File: src/rtl/ble_result_receiver.sv
// Receives 8N1 UART bytes from the BLE module, parses 4-byte A5/class/score/chk
// result packets and drives a held owner-detected flag.
module ble_result_receiver #(
  parameter int unsigned CLKS_PER_BIT = 868,
  parameter int unsigned THRESHOLD    = 128,
  parameter int unsigned HOLD_CYCLES  = 100_000_000,
  parameter int unsigned TIMEOUT_BITS = 20
) (
  input  logic       clk_in,
  input  logic       rst_in,
  input  logic       ble_uart_rx_in,
  output logic       detected_out,
  output logic       result_valid_out,
  output logic [7:0] result_class_out,
  output logic [7:0] result_score_out,
  output logic       error_out
);

  localparam int unsigned CW        = $clog2(CLKS_PER_BIT);
  localparam int unsigned TMO_LIMIT = TIMEOUT_BITS * CLKS_PER_BIT;
  localparam int unsigned TW        = $clog2(TMO_LIMIT + 1);
  localparam int unsigned HW        = (HOLD_CYCLES > 1) ? $clog2(HOLD_CYCLES + 1) : 1;

  localparam logic [CW-1:0] CNT_HALF  = CW'(CLKS_PER_BIT / 2);
  localparam logic [CW-1:0] CNT_LAST  = CW'(CLKS_PER_BIT - 1);
  localparam logic [TW-1:0] TMO_LAST  = TW'(TMO_LIMIT - 1);
  localparam logic [HW-1:0] HOLD_LOAD = HW'(HOLD_CYCLES - 1);
  localparam logic [8:0]    THRESH    = 9'(THRESHOLD);
  localparam logic [7:0]    HDR       = 8'hA5;

  typedef enum logic [1:0] {U_IDLE, U_START, U_DATA, U_STOP} uart_state_e;
  typedef enum logic [1:0] {P_WAIT_HDR, P_GET_CLASS, P_GET_SCORE, P_GET_CHK} parse_state_e;

  // Synchroniser and edge history reset low so a start bit needs the line seen high first.
  logic sync1_q, rx_s_q, rx_prev_q;

  always_ff @(posedge clk_in) begin
    if (rst_in) begin
      sync1_q   <= 1'b0;
      rx_s_q    <= 1'b0;
      rx_prev_q <= 1'b0;
    end else begin
      sync1_q   <= ble_uart_rx_in;
      rx_s_q    <= sync1_q;
      rx_prev_q <= rx_s_q;
    end
  end

  uart_state_e   ustate_q, ustate_d;
  logic [CW-1:0] cnt_q, cnt_d;
  logic [2:0]    bit_q, bit_d;
  logic [7:0]    shift_q, shift_d;
  logic          byte_valid_q, byte_valid_d;
  logic          frame_err_q, frame_err_d;

  always_comb begin
    ustate_d     = ustate_q;
    cnt_d        = cnt_q;
    bit_d        = bit_q;
    shift_d      = shift_q;
    byte_valid_d = 1'b0;
    frame_err_d  = 1'b0;
    unique case (ustate_q)
      U_IDLE: begin
        if (rx_prev_q && !rx_s_q) begin
          ustate_d = U_START;
          cnt_d    = '0;
        end
      end
      U_START: begin
        if (cnt_q == CNT_HALF) begin
          if (!rx_s_q) begin
            ustate_d = U_DATA;
            cnt_d    = '0;
            bit_d    = '0;
          end else begin
            ustate_d = U_IDLE;
          end
        end else begin
          cnt_d = cnt_q + 1'b1;
        end
      end
      U_DATA: begin
        if (cnt_q == CNT_LAST) begin
          cnt_d   = '0;
          shift_d = {rx_s_q, shift_q[7:1]};
          if (bit_q == 3'd7) ustate_d = U_STOP;
          else               bit_d    = bit_q + 1'b1;
        end else begin
          cnt_d = cnt_q + 1'b1;
        end
      end
      U_STOP: begin
        if (cnt_q == CNT_LAST) begin
          ustate_d = U_IDLE;
          cnt_d    = '0;
          if (rx_s_q) byte_valid_d = 1'b1;
          else        frame_err_d  = 1'b1;
        end else begin
          cnt_d = cnt_q + 1'b1;
        end
      end
    endcase
  end

  always_ff @(posedge clk_in) begin
    if (rst_in) begin
      ustate_q     <= U_IDLE;
      cnt_q        <= '0;
      bit_q        <= '0;
      shift_q      <= '0;
      byte_valid_q <= 1'b0;
      frame_err_q  <= 1'b0;
    end else begin
      ustate_q     <= ustate_d;
      cnt_q        <= cnt_d;
      bit_q        <= bit_d;
      shift_q      <= shift_d;
      byte_valid_q <= byte_valid_d;
      frame_err_q  <= frame_err_d;
    end
  end

  parse_state_e  pstate_q, pstate_d;
  logic [7:0]    cls_q, cls_d, scr_q, scr_d;
  logic [7:0]    rclass_q, rclass_d, rscore_q, rscore_d;
  logic          rvalid_q, rvalid_d, error_q, error_d, det_q, det_d;
  logic [TW-1:0] tmo_q, tmo_d;
  logic [HW-1:0] hold_q, hold_d;

  always_comb begin
    pstate_d = pstate_q;
    cls_d    = cls_q;
    scr_d    = scr_q;
    rclass_d = rclass_q;
    rscore_d = rscore_q;
    rvalid_d = 1'b0;
    error_d  = 1'b0;
    det_d    = det_q;
    hold_d   = hold_q;
    tmo_d    = (pstate_q == P_WAIT_HDR) ? '0 : tmo_q + 1'b1;

    if (hold_q != '0) hold_d = hold_q - 1'b1;
    else              det_d  = 1'b0;

    if (frame_err_q) begin
      error_d  = 1'b1;
      pstate_d = P_WAIT_HDR;
      tmo_d    = '0;
    end else if (byte_valid_q) begin
      tmo_d = '0;
      unique case (pstate_q)
        P_WAIT_HDR:  if (shift_q == HDR) pstate_d = P_GET_CLASS;
        P_GET_CLASS: begin
          cls_d    = shift_q;
          pstate_d = P_GET_SCORE;
        end
        P_GET_SCORE: begin
          scr_d    = shift_q;
          pstate_d = P_GET_CHK;
        end
        P_GET_CHK: begin
          pstate_d = P_WAIT_HDR;
          if ((shift_q != (HDR ^ cls_q ^ scr_q)) || (cls_q[7:1] != '0)) begin
            error_d = 1'b1;
          end else begin
            rvalid_d = 1'b1;
            rclass_d = cls_q;
            rscore_d = scr_q;
            // Detection decision overrides the hold countdown in the accept cycle.
            if (cls_q[0] && ({1'b0, scr_q} >= THRESH)) begin
              det_d  = 1'b1;
              hold_d = HOLD_LOAD;
            end else begin
              det_d  = 1'b0;
              hold_d = '0;
            end
          end
        end
      endcase
    end else if ((pstate_q != P_WAIT_HDR) && (tmo_q == TMO_LAST)) begin
      error_d  = 1'b1;
      pstate_d = P_WAIT_HDR;
      tmo_d    = '0;
    end
  end

  always_ff @(posedge clk_in) begin
    if (rst_in) begin
      pstate_q <= P_WAIT_HDR;
      cls_q    <= '0;
      scr_q    <= '0;
      rclass_q <= '0;
      rscore_q <= '0;
      rvalid_q <= 1'b0;
      error_q  <= 1'b0;
      det_q    <= 1'b0;
      tmo_q    <= '0;
      hold_q   <= '0;
    end else begin
      pstate_q <= pstate_d;
      cls_q    <= cls_d;
      scr_q    <= scr_d;
      rclass_q <= rclass_d;
      rscore_q <= rscore_d;
      rvalid_q <= rvalid_d;
      error_q  <= error_d;
      det_q    <= det_d;
      tmo_q    <= tmo_d;
      hold_q   <= hold_d;
    end
  end

  assign detected_out     = det_q;
  assign result_valid_out = rvalid_q;
  assign result_class_out = rclass_q;
  assign result_score_out = rscore_q;
  assign error_out        = error_q;

endmodule

File: config.mk
export PLATFORM = sky130hd
export DESIGN_NAME = ble_result_receiver
export DESIGN_NICKNAME = d
export VERILOG_FILES = /design/src/rtl/ble_result_receiver.sv
export SDC_FILE = /design/constraint.sdc
export NUM_CORES = 1
export LEC_CHECK = 0
export CAP_MARGIN = 20
export CORE_MARGIN = 3
export CORE_UTILIZATION = 60
export CTS_BUF_LIST = sky130_fd_sc_hd__clkbuf_16
export DETAILED_ROUTE_END_ITERATION = 8
export PLACE_DENSITY = 0.87
export REMOVE_ABC_BUFFERS = 1
export SKIP_CTS_REPAIR_TIMING = 1
export SLEW_MARGIN = 20
export SYNTH_ARGS = -nofsm -noshare
export SYNTH_HDL_FRONTEND = slang
export SYNTH_SLANG_ARGS = --single-unit
export TNS_END_PERCENT = 10
File: constraint.sdc
create_clock -name clk_in -period 2.8 [get_ports clk_in]
set_clock_uncertainty 0.05 [all_clocks]
set_input_delay 0.28 -clock clk_in [delete_from_list [all_inputs] [get_ports clk_in]]
set_output_delay 0.28 -clock clk_in [all_outputs]
set_load 0.02 [all_outputs]
==> qor.yml, run 1 <==
outcome: "finished clean"
drtIter0Drc: 178
cts_tree: "yes"
cts_buffers: 9
grt_util_all_layers: 0.2228
fillCellCount: 540
layout_commonest_cell: "dfxtp_1"
fmax_mhz: 417.3
first_pass_iters: 4
stdcell_count: 624
antenna_found_initial: 0
worstPathArrival_ns: 2.53
synth_warnings: 0
antenna_cells: 0
cp.required_ns: 2.94
grt_pass1_vias: 3447
hp-class: "reg2reg"
area_delta_synth_final_pct: 12.21
clock_latency_ns: 0.35
die_area_sq_um: 8886
maxCapViolations: 0
reg2reg_depth: 6
synthFlopType: "dfxtp_1"
r2r_end: "hold_q[23]"
clockBufferDepth: 2
grt_pass1_wl_um: 15990
cts-htree-levels: 3
synthesis.area_sq_um: 4674
tns_ns: 0
crit_type: "reg2reg"
die_h_um: 94.27
fin_nets: 535
gr-total-overflow: 0
synth_cells: 503
io_pins: 22
utilization: 0.7080
hold_depth: 1
slew_headroom: 0.3532
hold_path_end: "tmo_q[0]"
slew_violations: 0
hold_start: "tmo_q[0]"
ant_nets: 0
crit_chain: "or4_4 > nor4_4 > a21oi_1 > nand4_1 > xor2_1 > o21ai_0"
synth_edf_count: 0
drcViolationCount: 0
cp_slowest_stage_delay_ns: 0.58
post-place-cells: 608
critPathMaxFanout: 9
syn_area_per_cell_sq_um: 9.293
synth.ff_latch_count: 107
clk_pin_slew_worst_paths_ns: 0.07
synthArstFlopShare: 0
num_rows: 31
hold_viol: 0
finalPower_mw: 4.303
cts_root_buf: "clkbuf_16"
design.core.area_sq_um: 7408
gp_congestion: 0.8729
drt-total-wl_um: 9374
layout_common_cells: "dfxtp_1, nor2_1, nand2_1"
leakagePower_nw: 1.870
start_util: 0.6310
layout-drive-gt1-share: 0.06476
clock_sinks: 107
p_per_area_nw_per_um2: 820.5
setup_viol: 0
hpwl_um: 6339
vias_per_cell: 5.694
worst_pin_slew_ns: 0.9666
max-vdd-ir-drop_mv: 0.3988
io_buffers: 21
grt_max_degree: 34
synth-seq-area-share: 0.4582
route.vias.total: 3553
r2r_start: "hold_q[14]"
cp_slowest_cell: "or4_4"
ys_types: 56
rsz0062_at_grt: "no"
final.period_utilization: 0.8559
fin_crit_ns: 2.397
r2r_setup_slack_ns: 0.40
die_w_um: 94.27
crit_path_end_kind: "flop"
wl_per_cell_um: 15.02
critPathBufInv: 0
startpoint_type: "flop"
crit_family: "simple AND/OR/NAND/NOR gates"
==> routing by layer <==
layer  wire length (um)  track usage  part of all wire
met1               4151       0.2716              0.44
met3                311      0.05689             0.033
met4                105      0.05776             0.011
met5                  0            0                 0
met2               4805       0.3901              0.51
==> worst reg2reg max path, cell delays in order, from the launching register on <==
cell     delay [ns]
dfxtp_1        0.36
or4_4          0.58
nor4_4         0.44
a21oi_1        0.34
nand4_1        0.21
xor2_1         0.16
o21ai_0        0.10
==> flip-flops by register name, summed over array words and instances (netlist names), 2 cells and up, named ones only <==
| signal | flops |
|---|---|
| cnt_q | 10 |
| shift_q | 8 |
| hold_q | 27 |
| bit_q | 3 |
| scr_q | 8 |
| result_score_out | 8 |
| cls_q | 8 |
| result_class_out | 8 |
| tmo_q | 15 |
| pstate_q | 2 |
==> report_power, final <==
part           total, mW  internal (mW)  switching [mW]  leakage, nW
combinational       1.24          0.522           0.713        0.866
sequential          1.86           1.67           0.182        0.866
clock               1.21          0.619           0.592        0.139
total               4.30           2.82            1.49         1.87
==> stage by stage <==
step           hold slack [ns]  instance area (sq um)  setup WS (ns)
5_1_grt                 0.4092                   5245         0.1959
3_5_place_dp            0.3928                   4961         0.4661
3_3_place_gp            0.3654                   4961         0.5445
4_1_cts                 0.4038                   5245         0.4455
6_report                0.4035                   5245         0.4034
2_1_floorplan           0.2967                   4597         0.1392
==> cell families (layout without fill, tap and decap cells) <==
group	Yosys count	count (layout)	synth area share
AOI/OAI and AO/OA	71	71	0.09235
xor gates and xnor gates	51	51	0.1170
adders and majority gates	12	12	0.03212
buffers and inverters	34	56	0.02864
DFF	107	107	0.4582
muxes	11	11	0.02356
and+or+nand+nor	217	217	0.2481
==> how the worst max path moves through the flow <==
| stage | start | slack, ns | to | cells past startpoint |
|---|---|---|---|---|
| after floorplan | byte_valid_q | 0.14 | hold_q[0] | 5 |
| after global placement | hold_q[6] | 0.54 | hold_q[24] | 6 |
| after detailed placement | hold_q[14] | 0.47 | hold_q[23] | 6 |
| after CTS | hold_q[14] | 0.45 | hold_q[23] | 6 |
| after global routing | cls_q[1] | 0.20 | hold_q[15] | 6 |
| final | hold_q[14] | 0.40 | hold_q[23] | 6 |
==> synth_stat cells, types with 12 or more instances <==
| cell type | n | area (sq um) |
|---|---|---|
| o21ai_0 | 23 | 115.1 |
| nor2_1 | 61 | 229.0 |
| nand4_1 | 12 | 75.07 |
| inv_1 | 15 | 56.30 |
| nand3_1 | 31 | 155.2 |
| ha_1 | 12 | 150.1 |
| a21oi_1 | 24 | 120.1 |
| xor2_1 | 23 | 201.4 |
| xnor2_1 | 21 | 183.9 |
| dfxtp_1 | 107 | 2142 |
| nand2_1 | 42 | 157.7 |
| nor3_1 | 14 | 70.07 |
==> final cells by class <==
| class | count | area [sq um] | area share |
|---|---|---|---|
| Clock buffer | 9 | 225.2 | 0.04294 |
| Sequential cell | 107 | 2142 | 0.4084 |
| Timing Repair Buffer | 25 | 240.2 | 0.04580 |
| Tap cell | 99 | 123.9 | 0.02362 |
| Multi-Input combinational cell | 362 | 2399 | 0.4573 |
| Inverter | 15 | 56.30 | 0.01073 |
| Clock inverter | 7 | 58.81 | 0.01121 |
Power figures use the tool's default switching activity.
==> inputs of run 2 (changes only) <==
==> constraint.sdc (replaced) <==
create_clock -name clk_in -period 2.6 [get_ports clk_in]
set_clock_uncertainty 0.05 [all_clocks]
set_input_delay 0.26 -clock clk_in [delete_from_list [all_inputs] [get_ports clk_in]]
set_output_delay 0.26 -clock clk_in [all_outputs]
set_load 0.1 [all_outputs]
==> qor.yml, run 2 (synthesized netlist as in run 1, its figures left out) <==
grt_max_degree: 27
maxCapViolations: 0
critPathMaxFanout: 9
layout_commonest_cell: "dfxtp_1"
startpoint_type: "flop"
first_pass_iters: 4
final.period_utilization: 0.9249
clock_sinks: 107
critPathBufInv: 0
clockBufferDepth: 2
largest_reg_flops: 27
route.vias.total: 3593
drt-total-wl_um: 9458
io_pins: 22
hp-class: "reg2reg"
worst_pin_slew_ns: 1.000
area_delta_synth_final_pct: 11.48
antenna_found_initial: 0
wl_per_cell_um: 15.11
fin_nets: 537
grt_util_all_layers: 0.2255
cts-htree-levels: 3
cp.required_ns: 2.81
p_per_area_nw_per_um2: 890.4
fin_crit_ns: 2.405
grt_pass1_wl_um: 16190
crit_type: "reg2reg"
outcome: "finished clean"
setup_viol: 0
vias_per_cell: 5.740
reg.largest.list: "hold_q x27, tmo_q x15, cnt_q x10"
max-vdd-ir-drop_mv: 0.5356
cts_tree: "yes"
drcViolationCount: 0
hpwl_um: 6319
cts_buffers: 9
clk_pin_slew_worst_paths_ns: 0.08
slew_headroom: 0.3308
die_h_um: 94.27
cp_slowest_stage_delay_ns: 0.58
drtIter0Drc: 198
start_util: 0.6310
num_rows: 31
regMostFlops: "hold_q"
antenna_cells: 0
cp_slowest_cell: "or4_4"
slew_violations: 0
layout_common_cells: "dfxtp_1, nor2_1, nand2_1"
design.core.area_sq_um: 7408
hold_viol: 0
tns_ns: 0
crit_chain: "or4_4 > nor4_4 > nand3_2 > nor3b_1 > xnor2_1 > o21ai_0"
leakagePower_nw: 1.920
ant_nets: 0
die_area_sq_um: 8886
grt_pass1_vias: 3607
worstPathArrival_ns: 2.61
rsz0062_at_grt: "no"
stdcell_count: 626
fmax_mhz: 415.8
clock_latency_ns: 0.35
layout-drive-gt1-share: 0.1025
post-place-cells: 610
crit_family: "simple AND/OR/NAND/NOR gates"
gp_congestion: 0.8884
io_buffers: 21
die_w_um: 94.27
gr-total-overflow: 0
crit_path_end_kind: "flop"
fillCellCount: 526
cts_root_buf: "clkbuf_16"
## run 2: path summary, 6_finish.rpt
kind / start / end / slack, ns / cells after the start
worst max register to register: hold_q[14] / hold_q[3] / 0.20 / 6
worst max-delay path: hold_q[14] / hold_q[3] / 0.20 / 6
worst min-delay path: sync1_q / rx_s_q / 0.39 / 1
worst min register to register: sync1_q / rx_s_q / 0.39 / 1
## run 2: final cells by class
class / count / area [sq um] / area share
well taps: 99 / 123.9 / 0.02377
multi-input cells: 362 / 2399 / 0.4603
clock inverters: 7 / 57.56 / 0.01104
clock buffers: 9 / 225.2 / 0.04322
flip-flops and latches: 107 / 2142 / 0.4110
inverters: 15 / 56.30 / 0.01080
repair buffers: 27 / 207.7 / 0.03986
## run 2: where the power goes
part           internal (mW)  switching, mW  total (mW)  leakage, nW
clock                  0.665          0.627        1.29        0.140
sequential              1.80          0.190        1.99        0.866
combinational          0.565          0.790        1.35        0.914
total                   3.03           1.61        4.64         1.92
## run 2: per-stage QoR
stage / total power [mW] / utilization / worst slack (ns) / cell area [sq um] / hold slack (ns)
finish: 4.640 / 0.7034 / 0.1953 / 5211 / 0.3924
detailed placement: 3.341 / 0.6653 / 0.2598 / 4928 / 0.3769
floorplan: 3.070 / - / -0.06080 / 4597 / 0.2767
CTS: 4.649 / 0.7034 / 0.2054 / 5211 / 0.3946
global placement: 3.272 / 0.6653 / 0.3603 / 4928 / 0.3664
global route: 4.918 / 0.7034 / 0.03179 / 5211 / 0.4131
## run 2: routing by layer
layer	up-vias	track usage	share of wire
met5	-	0	0
met2	88	0.3859	0.50
met4	0	0.09747	0.024
met1	1695	0.2703	0.43
met3	24	0.05048	0.045
li1	1786	-	-
==> inputs of run 3 (changes only) <==
TNS_END_PERCENT = 100   (was 10)
==> results of run 3 <==
The final DEF is identical to that of run 2; final timing and power are the same.
